File: config.mk
export PLATFORM = sky130hd
export DESIGN_NAME = dmem_store_buffer
export DESIGN_NICKNAME = d
export VERILOG_FILES = /design/src/rtl/dmem_store_buffer.sv
export SDC_FILE = /design/constraint.sdc
export NUM_CORES = 1
export LEC_CHECK = 0
export ABC_AREA = 1
export ABC_CLOCK_PERIOD_IN_PS = 6900
export BUFFER_PORTS_ARGS = -buffer_cell sky130_fd_sc_hd__buf_2
export CORE_MARGIN = 2
export CORE_UTILIZATION = 45
export CTS_CLUSTER_DIAMETER = 120
export CTS_CLUSTER_SIZE = 20
export DETAILED_ROUTE_END_ITERATION = 6
export PLACE_DENSITY = 0.66
export SETUP_SLACK_MARGIN = 0.4
export SLEW_MARGIN = 20
export SYNTH_ARGS = -nofsm -noshare
export SYNTH_HDL_FRONTEND = slang
export SYNTH_SLANG_ARGS = --single-unit
File: constraint.sdc
create_clock -name clk -period 6.9 [get_ports clk]
set_input_delay 1.38 -clock clk [delete_from_list [all_inputs] [get_ports clk]]
set_output_delay 1.38 -clock clk [all_outputs]
set_load 0.005 [all_outputs]
File: src/rtl/dmem_store_buffer.sv
// Posted-write store buffer: in-order FIFO of byte-strobed stores drained to a req/ack bus,
// with timeout/error capture, load hazard detection and a drained flag for fences.
module dmem_store_buffer #(
  parameter int unsigned DEPTH   = 4,
  parameter int unsigned TIMEOUT = 255
) (
  input  logic                     clk,
  input  logic                     rst_n,
  input  logic                     st_valid,
  input  logic [31:0]              st_addr,
  input  logic [31:0]              st_data,
  input  logic [3:0]               st_strb,
  output logic                     st_ready,
  input  logic [31:0]              ld_addr,
  output logic                     ld_hazard,
  input  logic                     fence_req,
  output logic                     drained,
  output logic                     bus_req,
  output logic [31:0]              bus_addr,
  output logic [31:0]              bus_wdata,
  output logic [3:0]               bus_strb,
  input  logic                     bus_ack,
  input  logic                     bus_err,
  output logic                     err_valid,
  output logic [31:0]              err_addr,
  input  logic                     err_clr,
  output logic [$clog2(DEPTH):0]   count
);

  localparam int unsigned PW = $clog2(DEPTH);
  localparam int unsigned CW = PW + 1;

  typedef enum logic [1:0] {StIdle, StReq, StErr} state_e;

  logic [29:0]   mem_addr [DEPTH];
  logic [31:0]   mem_data [DEPTH];
  logic [3:0]    mem_strb [DEPTH];
  logic [PW-1:0] wr_ptr_q, rd_ptr_q, nxt_idx;
  logic [15:0]   timer_q, timer_inc;
  state_e        state_q;

  logic        push, ack_ok, timeout_hit, fail, pop, rem_old, more;
  logic [29:0] nh_addr;
  logic [31:0] nh_data;
  logic [3:0]  nh_strb;

  assign st_ready    = (count != CW'(DEPTH));
  assign drained     = (count == '0) && (state_q == StIdle);
  assign push        = st_valid && st_ready && (st_strb != 4'b0000);
  assign timer_inc   = timer_q + 16'd1;
  assign ack_ok      = (state_q == StReq) && bus_ack && !bus_err;
  assign timeout_hit = (state_q == StReq) && !bus_ack && (timer_inc == 16'(TIMEOUT));
  assign fail        = (state_q == StReq) && ((bus_ack && bus_err) || timeout_hit);
  assign pop         = ack_ok || fail;

  // Next head after a successful pop; bypass the incoming store if it is the only one left.
  assign nxt_idx = rd_ptr_q + 1'b1;
  assign rem_old = (count != CW'(1));
  assign more    = rem_old || push;
  assign nh_addr = rem_old ? mem_addr[nxt_idx] : st_addr[31:2];
  assign nh_data = rem_old ? mem_data[nxt_idx] : st_data;
  assign nh_strb = rem_old ? mem_strb[nxt_idx] : st_strb;

  always_comb begin
    logic [PW-1:0] off;
    off       = '0;
    ld_hazard = 1'b0;
    for (int i = 0; i < DEPTH; i++) begin
      off = PW'(i) - rd_ptr_q;
      if (({1'b0, off} < count) && (mem_addr[i] == ld_addr[31:2])) ld_hazard = 1'b1;
    end
  end

  always_ff @(posedge clk) begin
    if (push) begin
      mem_addr[wr_ptr_q] <= st_addr[31:2];
      mem_data[wr_ptr_q] <= st_data;
      mem_strb[wr_ptr_q] <= st_strb;
    end
  end

  always_ff @(posedge clk or negedge rst_n) begin
    if (!rst_n) begin
      wr_ptr_q  <= '0;
      rd_ptr_q  <= '0;
      count     <= '0;
      state_q   <= StIdle;
      timer_q   <= '0;
      bus_req   <= 1'b0;
      bus_addr  <= '0;
      bus_wdata <= '0;
      bus_strb  <= '0;
      err_valid <= 1'b0;
      err_addr  <= '0;
    end else begin
      if (push) wr_ptr_q <= wr_ptr_q + 1'b1;
      if (pop)  rd_ptr_q <= rd_ptr_q + 1'b1;
      count <= count + CW'(push) - CW'(pop);

      // A new error takes priority over a same-cycle clear.
      if (fail) begin
        err_valid <= 1'b1;
        err_addr  <= bus_addr;
      end else if (err_clr) begin
        err_valid <= 1'b0;
      end

      unique case (state_q)
        StIdle: begin
          if (count != '0) begin
            state_q   <= StReq;
            bus_req   <= 1'b1;
            bus_addr  <= {mem_addr[rd_ptr_q], 2'b00};
            bus_wdata <= mem_data[rd_ptr_q];
            bus_strb  <= mem_strb[rd_ptr_q];
            timer_q   <= '0;
          end
        end
        StReq: begin
          if (fail) begin
            state_q <= StErr;
            bus_req <= 1'b0;
            timer_q <= '0;
          end else if (ack_ok) begin
            timer_q <= '0;
            if (more) begin
              bus_addr  <= {nh_addr, 2'b00};
              bus_wdata <= nh_data;
              bus_strb  <= nh_strb;
            end else begin
              state_q <= StIdle;
              bus_req <= 1'b0;
            end
          end else if (timer_q != 16'hFFFF) begin
            timer_q <= timer_inc;
          end
        end
        StErr: state_q <= StIdle;
        default: state_q <= StIdle;
      endcase
    end
  end

endmodule
; Word level (Yosys, flattened, before mapping)
; Memory sizes are Yosys's and may differ from the RTL's.
; Index checks and enable logic that the tools add are counted.
[op_classes]
n_mux = 41
reduce_logical = 28
order_cmp = 4
n_addsub = 9
eq_ne = 16
[ops]
columns = cell, count
row1 = 32-bit two-way mux, 9
row2 = 32-bit case mux with 2 select lines, 2
row3 = 30-bit == test, 4
row4 = 16-bit two-way mux, 4
row5 = 16-bit case mux with 2 select lines, 1
row6 = 30-bit two-way mux, 1
row7 = 4-bit two-way mux, 5
row8 = "16-bit by 1-bit adder with 16-bit output, second input constant", 1
row9 = "16-bit by 8-bit == test with 1-bit output, second input constant", 1
row10 = "16-bit != test, second input constant", 1
row11 = 1-bit logical AND, 13
row12 = 2-bit by 3-bit less-than comparator with 1-bit output, 4
row13 = 1-bit two-way mux, 12
row14 = "3-bit != test, second input constant", 3
row15 = 2-bit two-way mux, 4
row16 = 4-bit case mux with 2 select lines, 1
row17 = "2-bit != test, second input constant", 3
row18 = 3-bit AND reduction, 2
row19 = 5-bit AND reduction, 1
row20 = "2-bit by 1-bit adder with 2-bit output, second input constant", 2
row21 = "4-bit by 3-bit != test with 1-bit output, second input constant", 1
row22 = 2-bit case mux with 2 select lines, 1
row23 = 4-bit AND reduction, 1
row24 = 2-bit nonzero test, 2
row25 = other kinds (14), 19
[word_totals]
word_cells = 112
mem_count = 3
regBits = 127
ram_bits = 264
[memory_table]
columns = name, depth, width, rd, rd_ports_with_merged_regs, wr, line_no
row1 = mem_data, 4, 32, 2, 0, 1, 36  ; logic [31:0] mem_data [DEPTH];
row2 = mem_addr, 4, 30, 6, 0, 1, 35  ; logic [29:0] mem_addr [DEPTH];
row3 = mem_strb, 4, 4, 2, 0, 1, 37  ; logic [3:0] mem_strb [DEPTH];

; Longest topological paths before layout
; Gate-level depths: netlist of the first run.
[logic_depth]
ltp_word = 8
mapped_depth = 19
ltp_nobuf = 19

; Worst setup path after synthesis of the first run
; Ideal clock, no wire load.
[synth_path]
path_type = input to register
from = input port st_strb[3]
to = memory mem_addr[0][0] (enable)
path_slack_ns = 1.997
setup_time_ns = 0.491
t_arrival_ns = 4.413
path_stages = 4
cell_sequence = nor2_1 > nand2_1 > nand3_2 > nor2_1
[synth_via]
elab_chain_len = 4
[synth_rtl]
columns = element, line_no
row1 = "start, declared", 12  ; input logic [3:0] st_strb,
row2 = 4-bit nonzero test, 49  ; assign push = st_valid && st_ready && (st_strb != 4'b0000);
row3 = 1-bit logical AND, 49
row4 = 1-bit two-way mux, 75  ; if (push) begin
row5 = 1-bit two-way mux (not written as such), 76  ; mem_addr[wr_ptr_q] <= st_addr[31:2];
row6 = "end, declared", 35
; Every way passes these cells.

; Worst setup path after layout of the first run
[layout_path]
from = register rd_ptr_q[0]
to = output port ld_hazard
[layout_via]
elab_chain_len = 7
elab_cells_between_ends = 16
cone_classes = add/sub (4) / order compare (4) / mux (4) / reduce/logical (4)
[layout_rtl]
columns = element, line_no
row1 = "start, declared", 38  ; logic [PW-1:0] wr_ptr_q, rd_ptr_q, nxt_idx;
row2 = "start signal, assigned", 97  ; if (pop) rd_ptr_q <= rd_ptr_q + 1'b1;
row3 = 1-bit by 2-bit subtractor with 2-bit output, 69  ; off = PW'(i) - rd_ptr_q;
row4 = 2-bit by 3-bit less-than comparator with 1-bit output, 70  ; if (({1'b0, off} < count) && (mem_addr[i] == ld_addr[31:2])) ld_hazard = 1'b1;
row5 = 1-bit logical AND, 70
row6 = 1-bit two-way mux (3 in series), 70
row7 = 1-bit two-way mux *, 70
row8 = "end, declared", 15  ; output logic ld_hazard,
; Mark *: on every way between the ends. The rest lies on a longest branch, timed or not.

==> results.tsv, run 1 <==
metric	value	unit
Critical Path Start Type	register	
clock slew at reported path FFs	0.09	ns
I/O Pins	215	
drt first-iter violations	1367	
Die W	212	µm
fin crit share	0.689	
synth cell count leaders	550 x nand2_1, 264 x edfxtp_1, 244 x o21ai_0, 220 x inv_1, 162 x nor2_1	
final std cells w/o fill	2871	
Post-Syn Area per Cell	9.18	µm²
vias per cell	5.49	
most frequent cell after synthesis	nand2_1	
FMAX	210	MHz
CP cell instances	nor2_4 > nor2_1 > inv_1 > ha_1 > a21oi_1 > o2111ai_1 > nor2_1 > nand3_1 > nand4_1 > buf_2	
R2R depth	13	
fraction of registers with async set or reset after synthesis	0.318	
DP Area	21000	µm²
switch share	0.422	
number of cells on the critical path	10	
Clock Path Buffers	3	
slowest CP cell	nor2_4	
DRT antenna net count	0	
final setup violation count	0	
main area contributors after synthesis	edfxtp_1 41%, dfrtp_1 16%, nand2_1 11%	
Cells after Synth	2122	
Total GRT Usage	0.246	
Placement Setup Slack	2.21	ns
setup_tns	0	ns
CTS Buf Count	23	
Psw	3.67	mW
Worst-Skew Late Latency	0.57	ns
Reg power frac	0.399	
num rows	76	
count of state elements after synthesis	387	
Clock Skews	0.0218	ns
Fill cells	3940	
R2R Path End	bus_addr[30]	
Critical path buffers and inverters	2	
clock root buffer	clkbuf_16	
drt pass-1 iters	6	
dpl cells	2818	
H-tree Lvls	1	
yosys warns	0	
WP data required	5.52	ns
crit-path max cell delay	0.88	ns
crit-path max FO	33	
Max Slew Vio Count	0	
power per cell area	401	nW/µm²
# Post-CTS Setup Buffers	0	
height of the die	212	µm
Primary FF master, synth	edfxtp_1	
die footprint	45000	µm²
grt total ovfl	0	
post-synth top area cell	edfxtp_1	
Post-synth EDFFs	264	
CTS hold repair buffers	0	
largest net degree at the start of global routing	87	
total leakage power	8.96	nW
Final Hold Vio Count	0	
PortBufs	205	
Int Pwr	5.02	mW
Maximum Capacitance Violations	0	
Cell variety after synth	44	
CP endpoint kind	output pin	
critical path class	register to output pin	
CP arrival	3.37	ns
wire per inst	19.5	µm
CTS tree	built	
number of global-route vias before repair	15400	
share of layout cells above drive strength 1	0.129	
hpwl dp	33.6	mm
slew margin rel.	0.235	
GP Congestion	0.900	
Comb pwr share	0.439	
Hold Path Class	register to register	
Core Area	42900	µm²
register area share after synthesis	0.565	
Initial Utilization	0.454	
Tmin final	4.75	ns
RSZ-0062 raised after global routing	false	
Post-Syn Area	19500	µm²
first-pass GRT wire length	85.0	mm
CTS sink cnt	387	
final WL	56.0	mm
Final Cell Area	21700	µm²
register-to-register setup slack	3.28	ns
Setup crit end	ld_hazard	
most numerous cell on the critical path	nor2_1	
R2R Path Start	count[0]	
area share of the largest cell type after synthesis	0.407	
CP delay by family, top	simple AND/OR/NAND/NOR gates	
Worst Setup SP	rd_ptr_q[0]	
worst slew pin tran	1.15	ns
initial antenna violation count	13	
Layout area overhead	11.2	%
Final nets	2378	
clock share of power	0.162	
worst setup margin	2.15	ns
# resized after CTS	0	
Vias	15800	
status	finished clean	
Peak VDD IR	0.000266	V
DRC viols	0	
==> per-stage QoR <==
stage                util  power, mW  hold WS [ns]
floorplan               -       5.90         0.467
global placement    0.489       7.21         0.457
detailed placement  0.489       7.32         0.460
CTS                 0.504       8.73         0.483
global route        0.505       9.28         0.502
finish              0.505       8.69         0.478
==> worst min-delay path: stages (launching register included) <==
cell and delay, ns:
dfrtp_1 0.35, nand2_1 0.05, nand2_1 0.05
==> power groups by stage <==
stage | Combinational, mW | Sequential [mW] | Clock, mW
2_1_floorplan | 2.42 | 3.48 | 0
3_3_place_gp | 3.72 | 3.49 | 0
3_5_place_dp | 3.80 | 3.51 | 0
4_1_cts | 3.82 | 3.47 | 1.44
5_1_grt | 4.24 | 3.53 | 1.52
6_report | 3.82 | 3.47 | 1.41
==> sequential cells by signal, summed over array words and instances, names as in the netlist <==
name       cells
bus_addr      30
bus_req        1
bus_strb       4
bus_wdata     32
count          3
err_addr      30
err_valid      1
mem_addr     120
mem_data     128
mem_strb      16
rd_ptr_q       2
state_q        2
timer_q       16
wr_ptr_q       2
==> layout by cell type (no fill, tap or decap), types with 3 or more instances in the layout <==
cell	instances
nand2_1	548
o21ai_1	11
nand3_1	61
nand4_1	23
dfrtp_1	123
nor3_1	12
nand2_2	4
inv_1	215
diode_2	11
o22ai_1	37
xnor2_1	42
o31ai_1	3
nand2_4	3
nor4_1	11
a22oi_1	12
o21ai_0	244
a221oi_1	9
xor2_1	33
inv_2	5
buf_4	22
nor2_4	9
buf_2	204
o221ai_1	3
or2_2	10
ha_1	12
o21a_1	51
clkinv_2	3
a21oi_1	12
nand3_2	4
clkbuf_1	17
a22o_1	9
clkbuf_16	23
conb_1	4
a31oi_1	4
o2111ai_1	61
edfxtp_1	264
a311oi_1	3
nor2_1	155
==> layout make-up <==
type | count | area (µm²) | share of cell area
multi-input combinational | 1396 | 7190 | 0.332
tap | 585 | 732 | 0.0338
timing repair buffer | 227 | 1200 | 0.0553
inverter | 223 | 841 | 0.0388
sequential | 387 | 11000 | 0.508
antenna | 11 | 27.5 | 0.00127
clock buffer | 40 | 639 | 0.0295
clock inverter | 2 | 25.0 | 0.00116
==> routing by layer <==
layer | vias to the layer above | global-route usage | share of wire
met4 | 10 | 0.0923 | 0.032
met3 | 133 | 0.0425 | 0.080
met2 | 643 | 0.418 | 0.48
met5 | - | 0 | 0.0012
met1 | 7536 | 0.316 | 0.41
li1 | 7453 | - | -
==> how the worst min path moves through the flow <==
stage / cells after the start / slack [ns] / startpoint / end
5_1_grt: 2 / 0.50 / err_addr[10] / err_addr[10]
4_1_cts: 2 / 0.48 / err_addr[19] / err_addr[19]
3_5_place_dp: 2 / 0.46 / err_addr[30] / err_addr[30]
2_1_floorplan: 2 / 0.47 / timer_q[15] / timer_q[15]
6_report: 2 / 0.48 / err_addr[19] / err_addr[19]
3_3_place_gp: 2 / 0.46 / err_addr[23] / err_addr[23]
==> kinds of logic (layout without fill, tap and decap cells) <==
| logic type | after synthesis | count (layout) | share of synthesized area |
|---|---|---|---|
| adder cells (fa/ha/maj) | 13 | 13 | 0.00874 |
| AND/OR/NAND/NOR | 844 | 844 | 0.177 |
| flip-flops | 387 | 387 | 0.565 |
| AO/OA/AOI/OAI | 460 | 460 | 0.146 |
| other | 1 | 15 | 0.000193 |
| XOR/XNOR | 75 | 75 | 0.0337 |
| buffers and inverters | 342 | 492 | 0.0697 |
Power figures use the tool's default switching activity.
==> run 2, diff against run 1 <==
Settings changed: ABC_CLOCK_PERIOD_IN_PS 6900 to 4050, PLACE_DENSITY 0.66 to 0.68.
Clock period 6.9 ns to 4.05 ns, I/O delays scaled along.
==> run 2 against run 1 <==
- the run now ends with design-rule violations left
- via count increased by 1.6%
- hold slack got worse by 0.21 ns
- wire length increased by 1.7%
- register-to-register slack got worse by 2.3 ns
- first-iteration DRC count increased by 18%
- utilization increased by 0.23 points
- global-route usage increased by 0.34 points
==> results.tsv, run 2 (synthesized netlist as in run 1, its figures left out) <==
metric	value	unit
status	finished, violations left	
failing checks	design-rule violations	
Tmin final	3.38	ns
DRT antenna net count	0	
RSZ-0062 raised after global routing	false	
Max Slew Vio Count	0	
Initial Utilization	0.454	
Layout area overhead	11.7	%
Final Hold Vio Count	0	
Biggest register	mem_data	
overall power	15.0	mW
CP arrival	2.57	ns
CTS hold repair buffers	0	
clock root buffer	clkbuf_16	
Vias	16000	
initial antenna violation count	15	
GP Congestion	0.883	
# Post-CTS Setup Buffers	0	
power per cell area	687	nW/µm²
DRC viols	2	
setup_tns	0	ns
most numerous cell on the critical path	nor2_1	
top flop regs	mem_data x128, mem_addr x120, bus_wdata x32	
FMAX	296	MHz
share of layout cells above drive strength 1	0.132	
first-pass GRT wire length	86.7	mm
Clock Skews	0.0183	ns
Clock Path Buffers	3	
crit-path max FO	6	
slew margin rel.	0.221	
fin crit share	0.835	
most frequent cells in the layout	548 x nand2_1, 264 x edfxtp_1, 244 x o21ai_0	
num rows	76	
worst slew pin tran	1.17	ns
Final nets	2387	
Die W	212	µm
CTS tree	built	
CP endpoint kind	output pin	
# resized after CTS	0	
grt total ovfl	0	
hpwl dp	35.2	mm
final setup violation count	0	
Maximum Capacitance Violations	0	
largest net degree at the start of global routing	87	
die footprint	45000	µm²
number of global-route vias before repair	15500	
height of the die	212	µm
WP data required	3.24	ns
Hold Path Class	primary input to asynchronous set/reset pin	
total leakage power	9.01	nW
slowest CP cell	dfrtp_1	
DP Area	21100	µm²
CTS sink cnt	387	
I/O Pins	215	
R2R depth	17	
crit-path max cell delay	0.58	ns
commonest non-fill, non-tap cell in the layout	nand2_1	
max reg flops	128	
post-layout util	0.507	
drt first-iter violations	1611	
final std cells w/o fill	2879	
Core Area	42900	µm²
CP cell instances	nor2_4 > nor2_1 > inv_1 > ha_1 > a21oi_1 > o2111ai_1 > nor2_1 > nand3_1 > nand4_1 > buf_2	
PortBufs	205	
clock slew at reported path FFs	0.09	ns
H-tree Lvls	1	
final WL	57.0	mm
vias per cell	5.57	
Final Cell Area	21800	µm²
critical path class	register to output pin	
drt pass-1 iters	7	
Worst-Skew Late Latency	0.57	ns
Peak VDD IR	0.000463	V
CTS Buf Count	23	
Total GRT Usage	0.250	
dpl cells	2827	
wire per inst	19.8	µm
Critical Path Start Type	register	
==> run 2: stage by stage <==
stage | setup WS, ns | hold slack (ns)
final | 0.668 | 0.264
after CTS | 0.663 | 0.295
after global routing | 0.528 | 0.318
after floorplan | -0.283 | 0.467
after global placement | 1.06 | 0.456
after detailed placement | 1.01 | 0.460
==> run 2: layout make-up <==
cell class	count	area [µm²]
multi-input combinational	1396	7190
antenna	10	25.0
inverter	223	841
clock inverter	2	25.0
tap	585	732
sequential	387	11000
clock buffer	40	639
timing repair buffer	236	1300
fill	3868	21100
==> run 2: per-layer routing <==
| layer | vias up | global-route usage | share of wire |
|---|---|---|---|
| li1 | 7481 | - | - |
| met1 | 7697 | 0.333 | 0.42 |
| met2 | 722 | 0.412 | 0.47 |
| met3 | 123 | 0.0433 | 0.085 |
| met4 | 12 | 0.0874 | 0.028 |
| met5 | - | 0 | 0.0014 |
==> run 2: final timing paths <==
| kind | from | endpoint | slack [ns] |
|---|---|---|---|
| hold / removal | rst_n | err_addr[9] | 0.26 |
| max in group asynchronous | rst_n | bus_wdata[11] | 3.03 |
| setup / recovery | rd_ptr_q[0] | ld_hazard | 0.67 |
| min in group clk | err_clr | err_valid | 0.43 |
| hold reg to reg | err_addr[19] | err_addr[19] | 0.48 |
| setup reg to reg | timer_q[1] | count[2] | 1.01 |
==> run 2: critical path: cells and delay by family, from the launching register on <==
kind                     cells  cell delay (ns)
AO/OA/AOI/OAI                2             0.27
adder cells (fa/ha/maj)      1             0.28
buffers and inverters        2             0.22
flip-flops                   1             0.58
AND/OR/NAND/NOR              5             0.66
==> run 2: where the power goes <==
group          internal [mW]  total [mW]  leakage, nW  switching, mW
logic                   2.21        6.64         4.72           4.43
clock network           1.09        2.42        0.315           1.33
registers               5.31        5.91         3.98          0.593
total                   8.61        15.0         9.01           6.35
